==> src/rtl/arb_burst_pkg.sv <==
// rtl/arb_burst_pkg.sv - shared types for the burst transfer block
package arb_burst_pkg;

    typedef enum logic {
        IDLE  = 1'b0,
        BURST = 1'b1
    } state_t;

    localparam int FIFO_DEPTH = 4;

    // Per-beat markers carried alongside data and source index.
    typedef struct packed {
        logic last;
        logic trunc;
    } beat_flags_t;

endpackage

==> src/rtl/arb_burst_fifo.sv <==
// rtl/arb_burst_fifo.sv - 4-entry beat buffer; outputs hold the last popped beat when empty
module arb_burst_fifo
    import arb_burst_pkg::*;
#(
    parameter int DATA_W = 32,
    parameter int IDX_W  = 2
) (
    input  logic              clk,
    input  logic              rst_n,
    input  logic              clr_n,
    input  logic              push,
    input  logic              pop,
    input  logic [DATA_W-1:0] in_data,
    input  logic [IDX_W-1:0]  in_src,
    input  beat_flags_t       in_flags,
    output logic              full,
    output logic              valid,
    output logic [DATA_W-1:0] head_data,
    output logic [IDX_W-1:0]  head_src,
    output beat_flags_t       head_flags
);

    logic [DATA_W-1:0] mem_data  [FIFO_DEPTH];
    logic [IDX_W-1:0]  mem_src   [FIFO_DEPTH];
    beat_flags_t       mem_flags [FIFO_DEPTH];

    logic [1:0]        wr_ptr;
    logic [1:0]        rd_ptr;
    logic [2:0]        count;
    logic [DATA_W-1:0] held_data;
    logic [IDX_W-1:0]  held_src;
    beat_flags_t       held_flags;
    logic              do_push;
    logic              do_pop;

    assign full    = (count == 3'd4);
    assign valid   = (count != 3'd0);
    // Full blocks a push even when a pop frees a slot in the same cycle.
    assign do_push = push && !full;
    assign do_pop  = pop && valid;

    always_ff @(posedge clk) begin
        if (do_push) begin
            mem_data[wr_ptr]  <= in_data;
            mem_src[wr_ptr]   <= in_src;
            mem_flags[wr_ptr] <= in_flags;
        end
    end

    always_ff @(posedge clk or negedge rst_n) begin
        if (!rst_n) begin
            wr_ptr     <= '0;
            rd_ptr     <= '0;
            count      <= '0;
            held_data  <= '0;
            held_src   <= '0;
            held_flags <= '0;
        end else if (!clr_n) begin
            wr_ptr     <= '0;
            rd_ptr     <= '0;
            count      <= '0;
            held_data  <= '0;
            held_src   <= '0;
            held_flags <= '0;
        end else begin
            if (do_push) begin
                wr_ptr <= wr_ptr + 2'd1;
            end
            if (do_pop) begin
                rd_ptr     <= rd_ptr + 2'd1;
                held_data  <= mem_data[rd_ptr];
                held_src   <= mem_src[rd_ptr];
                held_flags <= mem_flags[rd_ptr];
            end
            count <= count + {2'b00, do_push} - {2'b00, do_pop};
        end
    end

    assign head_data  = valid ? mem_data[rd_ptr]  : held_data;
    assign head_src   = valid ? mem_src[rd_ptr]   : held_src;
    assign head_flags = valid ? mem_flags[rd_ptr] : held_flags;

endmodule

==> src/rtl/arb_burst_xfer.sv <==
// rtl/arb_burst_xfer.sv - locks the arbiter for a burst and buffers accepted beats
module arb_burst_xfer
    import arb_burst_pkg::*;
#(
    parameter int N         = 4,
    parameter int IDX_W     = 2,
    parameter int DATA_W    = 32,
    parameter int MAX_BEATS = 8
) (
    input  logic                clk,
    input  logic                rst_n,
    input  logic                init_n,
    input  logic                granted,
    input  logic [IDX_W-1:0]    grant_index,
    input  logic [N-1:0]        req_valid,
    input  logic [N*DATA_W-1:0] req_data,
    input  logic [N-1:0]        req_last,
    output logic                arb_enable,
    output logic [N-1:0]        lock,
    output logic [N-1:0]        ack,
    output logic                out_valid,
    input  logic                out_ready,
    output logic [DATA_W-1:0]   out_data,
    output logic [IDX_W-1:0]    out_src,
    output logic                out_last,
    output logic                out_trunc
);

    localparam int CNT_W = $clog2(MAX_BEATS + 1);

    state_t            state, state_nx;
    logic [IDX_W-1:0]  sel, sel_nx;
    logic [CNT_W-1:0]  beat_cnt, cnt_nx;
    logic [IDX_W-1:0]  idx;
    logic              accept;
    logic              live;
    logic              at_limit;
    logic              full;
    beat_flags_t       push_flags;
    beat_flags_t       head_flags;

    // No beat is acknowledged while either clear is asserted.
    assign live     = rst_n && init_n;
    assign at_limit = (state == BURST) && (beat_cnt == CNT_W'(MAX_BEATS - 1));

    always_ff @(posedge clk or negedge rst_n) begin
        if (!rst_n) begin
            state    <= IDLE;
            sel      <= '0;
            beat_cnt <= '0;
        end else if (!init_n) begin
            state    <= IDLE;
            sel      <= '0;
            beat_cnt <= '0;
        end else begin
            state    <= state_nx;
            sel      <= sel_nx;
            beat_cnt <= cnt_nx;
        end
    end

    always_comb begin
        state_nx   = state;
        sel_nx     = sel;
        cnt_nx     = beat_cnt;
        idx        = sel;
        accept     = 1'b0;
        push_flags = '0;
        case (state)
            IDLE: begin
                idx    = grant_index;
                accept = live && granted && !full && req_valid[grant_index];
                if (accept) begin
                    if (req_last[grant_index]) begin
                        push_flags.last = 1'b1;
                    end else begin
                        state_nx = BURST;
                        sel_nx   = grant_index;
                        cnt_nx   = CNT_W'(1);
                    end
                end
            end
            BURST: begin
                accept = live && !full && req_valid[sel];
                if (accept) begin
                    if (req_last[sel] || at_limit) begin
                        push_flags.last  = 1'b1;
                        push_flags.trunc = !req_last[sel];
                        state_nx         = IDLE;
                        cnt_nx           = '0;
                    end else begin
                        cnt_nx = beat_cnt + CNT_W'(1);
                    end
                end
            end
            default: begin
                state_nx = IDLE;
            end
        endcase
    end

    always_comb begin
        ack  = '0;
        lock = '0;
        if (accept) begin
            ack[idx] = 1'b1;
        end
        if (state == BURST) begin
            lock[sel] = 1'b1;
        end
    end

    assign arb_enable = !full;

    arb_burst_fifo #(
        .DATA_W (DATA_W),
        .IDX_W  (IDX_W)
    ) u_fifo (
        .clk        (clk),
        .rst_n      (rst_n),
        .clr_n      (init_n),
        .push       (accept),
        .pop        (out_ready),
        .in_data    (req_data[idx*DATA_W +: DATA_W]),
        .in_src     (idx),
        .in_flags   (push_flags),
        .full       (full),
        .valid      (out_valid),
        .head_data  (out_data),
        .head_src   (out_src),
        .head_flags (head_flags)
    );

    assign out_last  = head_flags.last;
    assign out_trunc = head_flags.trunc;

endmodule

==> config.mk <==
export PLATFORM = sky130hd
export DESIGN_NAME = arb_burst_xfer
export DESIGN_NICKNAME = d
export VERILOG_FILES = /design/src/rtl/arb_burst_pkg.sv /design/src/rtl/arb_burst_fifo.sv /design/src/rtl/arb_burst_xfer.sv
export SDC_FILE = /design/constraint.sdc
export NUM_CORES = 1
export LEC_CHECK = 0
export CAP_MARGIN = 20
export CORE_MARGIN = 2
export CORE_UTILIZATION = 33
export DETAILED_ROUTE_END_ITERATION = 8
export PLACE_DENSITY_LB_ADDON = 0.2
export SYNTH_ARGS = -nofsm -noshare
export SYNTH_HDL_FRONTEND = slang
export SYNTH_SLANG_ARGS = --single-unit
==> constraint.sdc <==
create_clock -name clk -period 3 [get_ports clk]
set_clock_uncertainty 0.2 [all_clocks]
set_input_delay 0.9 -clock clk [delete_from_list [all_inputs] [get_ports clk]]
set_output_delay 0.9 -clock clk [all_outputs]
set_load 0.005 [all_outputs]
# [After elaboration in Yosys (flattened, before gate mapping)]
# Memories as Yosys holds them, arrays and structs flattened.
# Index checks and enable logic that the tools add are counted.
[totals] word_cells=106 inputBits=143 memories=3 out_inout_bits=46 reg_bits=50 ramBits=144
[classes] n_addsub=5 bitwise=1 n_lt_le_gt_ge=5 eq_ne=10 mux=54 n_reduce_logical=17 shift=1
[mem_list] memory="u_fifo.mem_data" depth=4 width=32 rd=1 rd_ports_with_merged_regs=0 write_ports=1 line="arb_burst_fifo.sv:23" text="logic [DATA_W-1:0] mem_data [FIFO_DEPTH];"
[mem_list] memory="u_fifo.mem_flags" depth=4 width=2 rd=1 rd_ports_with_merged_regs=0 write_ports=1 line="arb_burst_fifo.sv:25" text="beat_flags_t mem_flags [FIFO_DEPTH];"
[mem_list] memory="u_fifo.mem_src" depth=4 width=2 rd=1 rd_ports_with_merged_regs=0 write_ports=1 line="arb_burst_fifo.sv:24" text="logic [IDX_W-1:0] mem_src [FIFO_DEPTH];"
[op_table] cell="$shiftx 128x8->32" count=1
[op_table] cell="$mux 32" count=3
[op_table] cell="$mux 2" count=17
[op_table] cell="$mux 4" count=7
[op_table] cell="$mux 1" count=16
[op_table] cell="$logic_and 1x1->1" count=11
[op_table] cell="$lt 2x3->1 const B" count=3
[op_table] cell="$bmux 1 s2" count=4
[op_table] cell="$pmux 4 s2" count=1
[op_table] cell="$ne 2x1->1 const B" count=3
[op_table] cell="$ne 3x3->1 const B" count=2
[op_table] cell="$pmux 1 s2" count=3
[op_table] cell="$reduce_and 3->1" count=2
[op_table] cell="$add 2x1->2 const B" count=2
[op_table] cell="$add 4x1->4 const B" count=1
[op_table] cell="$demux 1 s2" count=2
[op_table] cell="$eq 4x3->1 const B" count=1
[op_table] cell="$ge 2x1->1 const B" count=2
[op_table] cell="$ne 2x2->1 const B" count=2
[op_table] cell="$add 3x1->3" count=1
[op_table] cell="$eq 3x3->1 const B" count=1
[op_table] cell="$mux 3" count=1
[op_table] cell="$ne 3x2->1 const B" count=1
[op_table] cell="$reduce_bool 3->1" count=1
[op_table] cell="4 further kinds" count=5

# [Longest topological paths before layout]
[logic_depth] word_depth=9 ltp_mapped=12

# [Modules after synthesis]
# From an unflattened synthesis, not the netlist that was laid out.
[unflattened] hier_cells=646 hier_area_um2=9102.5
[by_module_without_submodules] mod="arb_burst_fifo" cells_each=356 area_per_inst_um2=7495.9 n_inst=1
[by_module_without_submodules] mod="arb_burst_xfer" cells_each=290 area_per_inst_um2=1606.5 n_inst=1

# [Worst setup path before layout]
# No wires, ideal clock.
[synth_timing] path_type="input to register" start="input grant_index[1]" end="memory u_fifo.mem_data[2][0], enable pin" slack_ns=-0.111 path_buffers=1 setup_time_ns=0.397 required_time_ns=2.403 path_stages=6 arrival_time_ns=2.514 path_cell_list="clkbuf_2 nor3b_1 o2bb2ai_1 o21ai_4 inv_4 and2_1"
[synth_via] elab_chain_cells=7
[synth_rtl] item="from (decl)" line="arb_burst_xfer.sv:14" text="input logic [IDX_W-1:0] grant_index,"
[synth_rtl] item="$bmux 1 s2" line="arb_burst_xfer.sv:72" text="accept = live && granted && !full && req_valid[grant_index];"
[synth_rtl] item="$mux 1 (not written as such)" line="arb_burst_xfer.sv:72"
[synth_rtl] item="$logic_and 1x1->1" line="arb_burst_xfer.sv:72"
[synth_rtl] item="$pmux 1 s2" line="arb_burst_xfer.sv:69" text="case (state)"
[synth_rtl] item="$logic_and 1x1->1" line="arb_burst_fifo.sv:39" text="assign do_push = push && !full;"
[synth_rtl] item="$mux 1" line="arb_burst_fifo.sv:43" text="if (do_push) begin"
[synth_rtl] item="$mux 1 (not written as such)" line="arb_burst_fifo.sv:44" text="mem_data[wr_ptr] <= in_data;"
[synth_rtl] item="to (decl)" line="arb_burst_fifo.sv:23"
# No other way between the ends. The select of a mux whose other input is x is not followed.

# [Final worst setup path]
[layout_timing] start="register u_fifo.rd_ptr[0]" end="output out_data[13]"
[layout_via] elab_chain_cells=2
[layout_rtl] item="from (decl)" line="arb_burst_fifo.sv:28" text="logic [1:0] rd_ptr;"
[layout_rtl] item="from (signal assigned)" line="arb_burst_fifo.sv:70" text="rd_ptr <= rd_ptr + 2'd1;"
[layout_rtl] item="$mem_v2 4x32"
[layout_rtl] item="$mux 32" line="arb_burst_fifo.sv:79" text="assign head_data = valid ? mem_data[rd_ptr] : held_data;"
[layout_rtl] item="to (decl)" line="arb_burst_xfer.sv:23" text="output logic [DATA_W-1:0] out_data,"
# No other way between the ends.

==> reports/results.tsv <==
metric	value	unit
Worst-Skew Late Latency	0.43	ns
register area	5582	um2
most common cell after layout, fill and taps aside	nand2_1	
worst path cell trace	buf_6 > buf_12 > mux4_2 > mux2_4 > buf_6	
critical path fanouts, max	6	
Mapped Cells	723	
Vias/cell	4.758	
Multi-input gate area	3603	um2
Crit. End Element	output port	
CP peak stage delay	0.53	ns
DP HPWL	16320	um
Post-synth EDFFs	144	
Die Y-Extent	171.1	um
RSZ-0062 raised after global routing	yes	
DRC errors left	0	
cell mode on critical path	buf_6	
slowest CP cell	mux4_2	
CTS tree	built	
clk sinks	194	
Inst Count DP	1311	
Post-Layout Cell Count	1362	
post-route setup slack	-0.1877	ns
Hold WS	0.3326	ns
fill cell count	2542	
DIE WIDTH	171.1	um
I/O pins	189	
Core Area	27630	um2
GRT Residual Overflow	0	
worst reg2reg setup slack	0.14	ns
fin nets	1121	
Synth async-reset ratio	25.77	%
Clock Path Buffers	2	
Static Leak	5.059	nW
final worst-path cycle share	106.3	%
Initial Util	33.37	%
Syn. warnings	0	
hold-critical path depth	2	
IO Port Bufs	188	
Min-Delay Endpoint	u_fifo.held_data[18]	
final hold viol count	0	
Worst Max-Slew Pin Slew	0.7509	ns
post-layout util	47.27	%
Area Overhead vs Synth	41.67	%
Max transition margin	49.94	%
crit path DAT	2.09	ns
vias in the first global route	6580	
hold_sp	u_fifo.held_data[18]	
r2r endpoint	u_fifo.count[2]	
DRT iter0 DRCs	286	
largest net degree at the start of global routing	69	
Worst EP required	1.90	ns
sequential share of the synthesized area	60.48	%
Avg WL per Cell	18.24	um
First-pass DRT Iterations	5	
FF+latch count, synth	194	
Post-Syn Nets	874	
final RePlAce weighted congestion	0.7761	
PwrDens	688.6	nW/um2
FMAX	0.3137	GHz
R2R cell count	12	
Cell Area, Synth	9219	um2
post-route ant nets	0	
VDD IR max	0.0004706	V
initial antenna violation count	1	
H-tree levels	4	
first-pass GRT wire length	37710	um
worst min path class	flop to flop	
Mean Syn Cell Area	12.75	um2
kind of critical path	flop to output port	
Slew Limit Fails	0	
failing checks	setup timing	
Die Footprint	29290	um2
layout cells sized above 1	28.38	%
max cap viols	0	
critical path startpoint category	flop	
Critical R2R Launch	u_fifo.count[0]	
Rows	61	
Reg clk slew, reported paths	0.07	ns
Clock Tree Root	clkbuf_16	
Netlist cell types	44	
fin crit period	3.188	ns
CTS Buf Count	17	
Top FF cell, synth	edfxtp_1	
Final setup viols	40	
Vias	6481	
Total GRT Usage	17.38	%
Crit. Startpoint	u_fifo.rd_ptr[0]	
status	complete, but fails checks	
Post-Route WL	24840	um
commonest non-fill, non-tap cells in the layout	nand2_1 (210), edfxtp_1 (144), clkdlybuf4s50_1 (137)	
==> kinds of logic (layout without fill, tap and decap cells) <==
family / after synthesis / in the layout / synth area share, %
DFF: 194 / 194 / 60.48
AOI/OAI and AO/OA: 82 / 82 / 6.474
adders and majority gates: 8 / 8 / 1.167
buffers and inverters: 64 / 324 / 3.176
other: 0 / 1 / 0
xor gates and xnor gates: 5 / 5 / 0.4750
and+or+nand+nor: 286 / 286 / 13.45
muxes: 84 / 84 / 14.78
==> worst max path at each step <==
stage / endpoint / slack (ns)
after floorplan: ack[0] / 0.04
after global placement: ack[3] / -0.90
after detailed placement: ack[1] / -0.92
after CTS: out_data[5] / -0.31
after global routing: out_data[13] / -0.26
final: out_data[13] / -0.19
==> critical path, delay by kind of cell, from the launching register on <==
| family | cells | cell delay [ns] |
|---|---|---|
| buffers and inverters | 3 | 0.42 |
| muxes | 2 | 0.82 |
| DFF | 1 | 0.43 |
==> cell usage after synthesis, drive strengths merged (2+ instances only) <==
cell / n / area [um2]
o2bb2ai: 2 / 17.52
nand2b: 3 / 18.77
nand2: 212 / 795.8
dfrtp: 50 / 1251
edfxtp: 144 / 4324
nor2b: 3 / 18.77
nor2: 8 / 30.03
mux2i: 9 / 90.09
nor3b: 2 / 20.02
clkbuf: 19 / 72.56
o21ai: 2 / 21.27
and2: 10 / 62.56
a21o: 2 / 15.01
mux2: 37 / 416.7
buf: 31 / 165.2
nand3: 4 / 20.02
inv: 14 / 55.05
and3: 33 / 206.5
mux4: 38 / 855.8
ha: 7 / 87.58
nor3: 6 / 30.03
a21boi: 39 / 296.5
xnor2: 5 / 43.79
a31oi: 32 / 200.2
==> layout make-up <==
type | instances | share of cell area, %
inverters | 14 | 0.4215
well taps | 378 | 3.621
clock buffers | 18 | 3.363
repair buffers | 278 | 20.82
diodes | 1 | 0.01916
clock inverters | 14 | 1.427
flip-flops and latches | 194 | 42.74
multi-input cells | 465 | 27.59
==> registers in the layout, indices dropped and copies added, names as in the netlist <==
| name | count |
|---|---|
| u_fifo.held_src | 2 |
| u_fifo.mem_data | 128 |
| sel | 2 |
| beat_cnt | 4 |
| u_fifo.wr_ptr | 2 |
| u_fifo.count | 3 |
| state | 1 |
| u_fifo.rd_ptr | 2 |
| u_fifo.mem_flags | 8 |
| u_fifo.held_data | 32 |
| u_fifo.held_flags | 2 |
| u_fifo.mem_src | 8 |
==> report_power, final <==
part / switching (mW) / internal, mW / total, mW
sequential: 0.0977 / 3.09 / 3.19
combinational: 1.43 / 2.03 / 3.45
clock: 1.12 / 1.23 / 2.35
total: 2.64 / 6.35 / 8.99
==> timing repair <==
action | CTS | global route
pin swaps | 6 | 7
hold buffers | 0 | 0
setup endpoints to repair | 184 | 43
gates cloned | 2 | 0
setup buffers | 13 | 9
resized for setup | 285 | 12
==> through the flow <==
stage	worst slack, ns	total power, mW	setup TNS, ns	instance area, um2
5_1_grt	-0.2602	9.458	-8.126	13060
6_report	-0.1877	8.993	-5.207	13060
4_1_cts	-0.3064	9.125	-7.898	13030
3_5_place_dp	-0.9181	6.232	-123.00	12020
2_1_floorplan	0.04307	4.746	0	9224
3_3_place_gp	-0.8997	6.222	-116.87	12020
==> metal layers <==
layer  vias to the layer above  global-route usage [%]  part of all wire, %
met5                         -                       0                    0
met4                         0                   6.153                  1.8
met3                        23                   3.377                  3.7
met2                       145                   30.86                   53
met1                      3201                   21.01                   42
li1                       3112                       -                    -
Power figures use the tool's default switching activity.
